## src/rtl/wb_arbiter.sv

```systemverilog
// Writeback arbiter: grants up to WB_PORTS functional-unit results per cycle in round-robin order
// and drives them to the PRF write ports, the wakeup broadcast and ROB completion one cycle later.
module wb_arbiter #(
  parameter int FU_COUNT     = 4,
  parameter int WB_PORTS     = 2,
  parameter int INST_ID_BITS = 6,
  parameter int PRN_BITS     = 6,
  parameter int FUC_BITS     = 2
) (
  input  logic                    clk,
  input  logic                    rst,
  input  logic                    flush,
  input  logic                    fu_wb_valid      [FU_COUNT],
  input  logic [INST_ID_BITS-1:0] fu_wb_inst_id    [FU_COUNT],
  input  logic                    fu_wb_prn_valid  [FU_COUNT],
  input  logic [PRN_BITS-1:0]     fu_wb_prn        [FU_COUNT],
  input  logic [63:0]             fu_wb_data       [FU_COUNT],
  output logic                    fu_wb_ready      [FU_COUNT],
  output logic                    wb_valid         [WB_PORTS],
  output logic [INST_ID_BITS-1:0] wb_inst_id       [WB_PORTS],
  output logic [FUC_BITS-1:0]     wb_fu            [WB_PORTS],
  output logic                    prf_write_enable [WB_PORTS],
  output logic [PRN_BITS-1:0]     prf_write_prn    [WB_PORTS],
  output logic [63:0]             prf_write_data   [WB_PORTS],
  output logic                    set_prn_ready    [WB_PORTS]
);

  logic [FUC_BITS-1:0] rr_ptr;
  logic [FUC_BITS-1:0] rr_next;
  logic                any_grant;
  logic                port_en  [WB_PORTS];
  logic [FUC_BITS-1:0] port_sel [WB_PORTS];

  // Scan from rr_ptr; the k-th requester found lands on port k.
  always_comb begin
    int                  cnt;
    logic [FUC_BITS:0]   idx;
    logic [FUC_BITS-1:0] last;
    cnt       = 0;
    idx       = '0;
    last      = '0;
    any_grant = 1'b0;
    for (int i = 0; i < FU_COUNT; i++) fu_wb_ready[i] = 1'b0;
    for (int p = 0; p < WB_PORTS; p++) begin
      port_en[p]  = 1'b0;
      port_sel[p] = '0;
    end
    for (int j = 0; j < FU_COUNT; j++) begin
      idx = {1'b0, rr_ptr} + (FUC_BITS+1)'(j);
      if (idx >= (FUC_BITS+1)'(FU_COUNT)) idx = idx - (FUC_BITS+1)'(FU_COUNT);
      if (!rst && !flush && fu_wb_valid[idx[FUC_BITS-1:0]] && cnt < WB_PORTS) begin
        fu_wb_ready[idx[FUC_BITS-1:0]] = 1'b1;
        for (int p = 0; p < WB_PORTS; p++) begin
          if (p == cnt) begin
            port_en[p]  = 1'b1;
            port_sel[p] = idx[FUC_BITS-1:0];
          end
        end
        last      = idx[FUC_BITS-1:0];
        any_grant = 1'b1;
        cnt       = cnt + 1;
      end
    end
    rr_next = (last == FUC_BITS'(FU_COUNT-1)) ? '0 : last + FUC_BITS'(1);
  end

  always_ff @(posedge clk or posedge rst) begin
    if (rst) begin
      rr_ptr <= '0;
      for (int p = 0; p < WB_PORTS; p++) begin
        wb_valid[p]         <= 1'b0;
        prf_write_enable[p] <= 1'b0;
        wb_inst_id[p]       <= '0;
        wb_fu[p]            <= '0;
        prf_write_prn[p]    <= '0;
        prf_write_data[p]   <= '0;
      end
    end else begin
      if (any_grant) rr_ptr <= rr_next;
      for (int p = 0; p < WB_PORTS; p++) begin
        wb_valid[p]         <= port_en[p];
        prf_write_enable[p] <= port_en[p] && fu_wb_prn_valid[port_sel[p]];
        // Idle ports keep stale payload; consumers qualify on wb_valid.
        if (port_en[p]) begin
          wb_inst_id[p]     <= fu_wb_inst_id[port_sel[p]];
          wb_fu[p]          <= port_sel[p];
          prf_write_prn[p]  <= fu_wb_prn[port_sel[p]];
          prf_write_data[p] <= fu_wb_data[port_sel[p]];
        end
      end
    end
  end

  always_comb begin
    for (int p = 0; p < WB_PORTS; p++) set_prn_ready[p] = prf_write_enable[p];
  end

endmodule

```

## config.mk

```make
export PLATFORM = sky130hd
export DESIGN_NAME = wb_arbiter
export DESIGN_NICKNAME = d
export VERILOG_FILES = /design/src/rtl/wb_arbiter.sv
export SDC_FILE = /design/constraint.sdc
export NUM_CORES = 1
export LEC_CHECK = 0
export ABC_AREA = 1
export CAP_MARGIN = 20
export CORE_AREA = 2 2 186 188
export CTS_CLUSTER_DIAMETER = 80
export DETAILED_ROUTE_END_ITERATION = 10
export DIE_AREA = 0 0 188 190
export PLACE_DENSITY = 0.74
export SYNTH_ARGS = -nofsm -noshare
export SYNTH_HDL_FRONTEND = slang
export SYNTH_SLANG_ARGS = --single-unit
```

## constraint.sdc

```tcl
create_clock -name clk -period 15.5 [get_ports clk]
set_clock_uncertainty 0.2 [all_clocks]
set_input_delay 2.325 -clock clk [delete_from_list [all_inputs] [get_ports clk]]
set_output_delay 2.325 -clock clk [all_outputs]
set_load 0.01 [all_outputs]
```

==> metrics.cfg, run 1 <==
[sta]
fin_setup_tns_ps = 0
period_needed_ps = 8750
worstMarginPinSlew_ps = 1360
slew_viol_final = 0
grt_setup_unrepaired = false
slew_headroom_pct = 9.52
fin_ws_ps = 6750
hold_viol = 0
timing.final.crit_share_pct = 56.4
setup_viol = 0
timing.fmax_mhz = 114

[yosys]
ys_top_cells_by_area = dfrtp_1, nand2_1, nand3_1
synth_top_area_share_pct = 30.6
seq_area_frac_synth_pct = 30.6
synthDistinctLibCells = 27
syn-mean-instance-area_um2 = 5.77
synth-warning-count = 0
yosysTopAreaCell = dfrtp_1
synth_cells = 2296
synth_area_mm2 = 0.0133
ys_seq_elements = 162
synth.net_count = 2621

[global_route]
grt_busiest_layer = met2
use_met3_pct = 6.24
grt_pass1_vias = 16400
gr-usage-met2_pct = 52.4
antenna_found_initial = 5
track_usage_pct = 32.2
use_met1_pct = 39.9
grt_first_pass_wirelength_mm = 90.5
gr-total-overflow = 0
grt_max_degree = 162

[power]
powerDensity_mw_per_mm2 = 170
total_leakage_power_uw = 0.0101
ir_worst_vdd_v = 0.000155

[place]
port_buffers = 480
place_ws_ps = 6330
hpwl_mm = 37.8
place_inst = 3088
place.gp.congestion = 0.924

[routing]
num_vias = 16700
firstDrtPassIters = 9
drt_iter0_drc = 1680
ant_nets = 0
drc = 0
vias_per_cell = 5.33
wirelength_mm = 58.6
avgRoutedWirePerCell_um = 18.7

[clocking]
htreeDepth = 4
clock_sinks = 162
clkLatencyLatePin_ps = 450
post_cts_buffers = 0
path_clk_slew_ps = 60
cts-resized-gates = 0
cts-root-buf = clkbuf_16
cts_tree = done
ctsLongestPathBuffers = 2
numCtsBuffers = 17
hold_buffers = 0

[finish]
num-fill-cells = 3320
fin_cells = 3126
multi_input_comb_area_mm2 = 0.00722
final_nets = 2979
synthToLayoutAreaGrowth_pct = 40.5
regArea_mm2 = 0.00405
drive_above_1_share_pct = 2.96

[critical_path]
critPathArrivalTime_ps = 6220
cp-start-kind = input pin
path_class = input pin to primary output
cp_cell_sequence = clkdlybuf4s50_1 -> clkinv_4 -> nand2_1 -> inv_1 -> nand3_2 -> inv_1 -> ha_1 -> nor2_1 -> nand2_2 -> nor2_4 -> fa_1 -> nor2_1 -> nand3_4 -> o21ai_0 -> clkdlybuf4s50_1
required_ps = 12980
path_buf_inv = 5
cp_slowest_stage_delay_ps = 610
rrSetupSlack_ps = 8400
worstPathMaxFanout = 58
slowest_stage = clkdlybuf4s50_1
r2r_cells = 23
path_delay_family = buffers and inverters
critPathCaptureType = primary output
r2r_start = rr_ptr[0]
r2r-end = prf_write_data[92]

[min_path]
min_path_type = flip-flop to flip-flop
min_path_cells = 2
min_from = prf_write_data[44]
whs_endpoint = prf_write_data[44]

[die]
core-area_mm2 = 0.0339
placementRows = 68
die_x_um = 188
die_height_um = 190
die-area_mm2 = 0.0357
initial_utilization_pct = 39.0
num_io_pins = 481

[status]
status = finished, final reports clean

[run]
max-cap-violations = 0

-- registers in the layout (all words and copies together), names as in the netlist --
register          count
prf_write_prn        12
prf_write_enable      2
wb_valid              2
wb_fu                 4
wb_inst_id           12
prf_write_data      128
rr_ptr                2
-- stage by stage --
stage / power [uW] / utilization [%] / area, um^2 / hold WS [ps]
floorplan: 1860 / - / 13300 / 315
global placement: 2670 / 53.0 / 18000 / 261
detailed placement: 2700 / 53.0 / 18000 / 264
CTS: 3140 / 54.7 / 18600 / 281
global route: 3380 / 54.8 / 18600 / 304
finish: 3160 / 54.9 / 18600 / 279
-- cells in the mapped netlist (all sizes together) --
cell type  count
dfrtp        162
fa             1
a21boi         1
nand3        554
nand2       1024
buf          117
ha             9
o21ai         20
a21oi          8
nor3           1
nor2          18
clkbuf        39
a31oi          1
inv          333
nand4          3
o22ai          5
-- layout make-up --
type | count | area share, %
well taps | 455 | 3.06
diodes | 5 | 0.0672
clock buffers | 28 | 2.78
flip-flops and latches | 162 | 21.8
multi-input cells | 1645 | 38.8
clock inverters | 3 | 0.235
inverters | 333 | 6.76
repair buffers | 495 | 26.6
-- metal layers --
metal	up-vias	part of all wire [%]
met1	7642	39
met3	171	9.9
met4	2	5.1
met2	1086	46
met5	-	0.022
li1	7766	-
-- cells in the final DEF, fill, tap and decap left out, types with 2 or more instances in the layout --
cell,synthesis,layout
a21oi_1,8,8
nor2_4,2,4
ha_1,9,9
nand2_4,0,5
diode_2,0,5
nand2_2,9,6
nand3_4,1,4
nand3_1,547,545
nor2_1,12,12
clkbuf_8,0,5
nor2_2,4,2
nand2_1,1015,1012
o22ai_1,5,5
o21ai_1,8,8
clkbuf_1,39,6
inv_2,11,7
o21ai_0,11,11
buf_4,29,13
nand3_2,6,5
nand4_1,3,3
clkdlybuf4s50_1,0,480
clkbuf_16,0,17
inv_1,322,322
clkinv_2,0,4
dfrtp_1,162,162
-- worst max path at each step --
stage               cells after the start                 end  slack [ps]  from
floorplan                              14      fu_wb_ready[0]        6470   rst
global placement                       23  prf_write_data[81]        6600   rst
detailed placement                     23  prf_write_data[92]        6330   rst
CTS                                    15      fu_wb_ready[1]        6730   rst
global route                           23  prf_write_data[92]        6190   rst
finish                                 15      fu_wb_ready[1]        6750   rst
-- cell families after synthesis --
logic type / Yosys count / synth area share, %
adders and majority gates: 10 / 1.00
and+or+nand+nor: 1600 / 51.3
DFF: 162 / 30.6
AOI/OAI and AO/OA: 35 / 1.43
buffers and inverters: 489 / 15.7
-- worst min-delay path: stages, from the launching register on --
cell and delay (ps):
dfrtp_1 340, nand2_1 50, nand2_1 60
-- power breakdown --
part,switching [uW],internal (uW)
Clock,186,242
Combinational,1180,788
Sequential,137,628
(Power assumes the default switching activity.)
==> run 2, diff against run 1 <==
clock period = 9.1 ns   (was 15.5 ns; I/O delays follow)
==> run 2 against run 1 <==
  * Register-to-register slack worse by 5800 ps
  * Utilization up 0.063 points
  * Critical path type is now input pin to flip-flop
  * Largest cell class unchanged
  * Wire length up 1.2%
  * Count of clock-buffer cells in the layout down 8
  * Via count up 1.5%
  * Clock power up 77%
  * Total power up 72%
  * Global-route usage about the same
  * Hold slack better by 2.5 ps
==> metrics.cfg, run 2 (same netlist as run 1, synthesis figures left out) <==
[sta]
slew_headroom_pct = 20.3  ; +11 points
fin_setup_tns_ps = 0  ; unchanged
fin_hold_ws_ps = 282  ; +2.50 ps
hold_viol = 0  ; unchanged
setup_viol = 0  ; unchanged
timing.final.crit_share_pct = 77.9
grt_setup_unrepaired = false
fin_ws_ps = 2010  ; -4740 ps
period_needed_ps = 7090
slew_viol_final = 0  ; unchanged
worstMarginPinSlew_ps = 1200  ; -161 ps
timing.fmax_mhz = 141

[place]
place.gp.congestion = 0.891  ; -3.6%
port_buffers = 480  ; unchanged
place_inst = 3093  ; +0.16%
hpwl_mm = 37.9  ; +0.23%
place_ws_ps = 1730  ; -4600 ps

[power]
switching_power_uw = 2610  ; +74%
p_clk_share_pct = 13.9  ; +0.4 points
total_leakage_power_uw = 0.0101  ; about the same
ir_worst_vdd_v = 0.000223  ; +44%
powerDensity_mw_per_mm2 = 291  ; +72%
intPower_uw = 2820  ; +70%
p_seq_share_pct = 24.0  ; -0.2 points
combPwrFrac_pct = 62.1  ; -0.2 points
p_sw_share_pct = 48.1  ; +0.51 points

[global_route]
gr-total-overflow = 0  ; unchanged
track_usage_pct = 32.2  ; about the same
antenna_found_initial = 0  ; -5
grt_first_pass_wirelength_mm = 90.6  ; about the same
grt_pass1_vias = 16100  ; -1.6%
grt_max_degree = 162  ; unchanged

[clocking]
htreeDepth = 4  ; unchanged
path_clk_slew_ps = 70  ; about the same
hold_buffers = 0  ; unchanged
clkLatencyLatePin_ps = 440  ; about the same
clock_sinks = 162  ; unchanged
numCtsBuffers = 17  ; unchanged
cts-root-buf = clkbuf_16
post_cts_buffers = 0  ; unchanged
ctsLongestPathBuffers = 2  ; unchanged
cts-resized-gates = 0  ; unchanged
cts_tree = done

[critical_path]
path_class = input pin to flip-flop
critPathArrivalTime_ps = 7230  ; +1010 ps
cp-start-kind = input pin
required_ps = 9230  ; -3750 ps
r2r-end = prf_write_data[15]
rrSetupSlack_ps = 2570  ; -5830 ps
worstPathMaxFanout = 87  ; +50%
critPathCaptureType = flip-flop
r2r_cells = 24  ; +4.3%
r2r_start = rr_ptr[0]

[min_path]
whs_endpoint = prf_write_prn[10]
min_path_cells = 2  ; unchanged
min_path_type = flip-flop to flip-flop
min_from = prf_write_prn[10]

[finish]
final_common_cell = nand2_1
reg.largest.list = prf_write_data x128, prf_write_prn x12, wb_inst_id x12
drive_above_1_share_pct = 3.26  ; +0.30 points
final_nets = 2983  ; +0.13%
largest_reg_flops = 128  ; unchanged
top_register = prf_write_data
diodes = 0  ; -5
fin_cells = 3125  ; -0.032%
fin_util_pct = 54.9  ; +0.063 points
final_cell_mix = nand2_1, nand3_1, clkdlybuf4s50_1
synthToLayoutAreaGrowth_pct = 40.7

[routing]
drt_iter0_drc = 1707  ; +1.6%
drc = 0  ; unchanged
ant_nets = 0  ; unchanged
firstDrtPassIters = 6  ; -3
num_vias = 16900  ; +1.5%
avgRoutedWirePerCell_um = 19.0  ; +1.2%
vias_per_cell = 5.41  ; +1.5%
wirelength_mm = 59.3  ; +1.2%

[die]
die_height_um = 190  ; unchanged
num_io_pins = 481  ; unchanged
placementRows = 68  ; unchanged
core-area_mm2 = 0.0339  ; unchanged
initial_utilization_pct = 39.0  ; unchanged
die_x_um = 188  ; unchanged
die-area_mm2 = 0.0357  ; unchanged

[status]
status = finished, final reports clean

[run]
max-cap-violations = 0  ; unchanged

-- run 2: worst max-delay path: stages --
cell             delay (ps)
clkdlybuf4s50_1         510
clkinv_4                360
nand2_1                 260
inv_1                   130
nand3_2                 190
inv_1                   140
ha_1                    240
nor2_1                  210
nand2_2                 120
nor2_4                  290
fa_1                    520
nor2_2                  210
nand3_1                 240
nand3_4                 160
buf_4                   610
buf_4                   850
nand3_1                 150
nand3_1                 140
nand2_1                 110
nand2_1                  70
nand2_1                  60
-- run 2: final cells by class --
class / count / area, um^2
fillers: 3257 / 15300
repair buffers: 499 / 4970
multi-input cells: 1645 / 7220
flip-flops and latches: 162 / 4050
inverters: 333 / 1260
well taps: 455 / 569
clock inverters: 11 / 130
clock buffers: 20 / 447
-- run 2: worst max path at each step --
stage | startpoint | endpoint | slack [ps]
floorplan | rst | fu_wb_ready[0] | 1990
detailed placement | rst | prf_write_data[80] | 1730
CTS | rst | prf_write_data[80] | 2190
global placement | rst | prf_write_data[78] | 1830
global route | rst | prf_write_data[77] | 1610
finish | rst | prf_write_data[80] | 2010
-- run 2: metrics by stage --
stage / instance area, um^2 / power, uW
after floorplan: 13300 / 3170
after global routing: 18600 / 5780
after global placement: 18000 / 4570
after detailed placement: 18000 / 4610
after CTS: 18600 / 5380
final: 18600 / 5430
-- run 2: power by group through the flow --
| stage | registers, uW | clock network [uW] | logic, uW |
|---|---|---|---|
| after floorplan | 1410 | 0 | 1770 |
| after global placement | 1300 | 0 | 3260 |
| after detailed placement | 1300 | 0 | 3310 |
| after CTS | 1300 | 762 | 3330 |
| after global routing | 1330 | 792 | 3660 |
| final | 1300 | 757 | 3370 |
-- run 2: per-layer routing --
| layer | global-route usage (%) | wire (um) | vias to the layer above |
|---|---|---|---|
| met5 | 0 | 0 | - |
| met4 | 15.1 | 2580 | 0 |
| met3 | 6.16 | 6100 | 181 |
| met2 | 53.2 | 27600 | 1196 |
| met1 | 40.8 | 23000 | 7762 |
| li1 | - | - | 7773 |
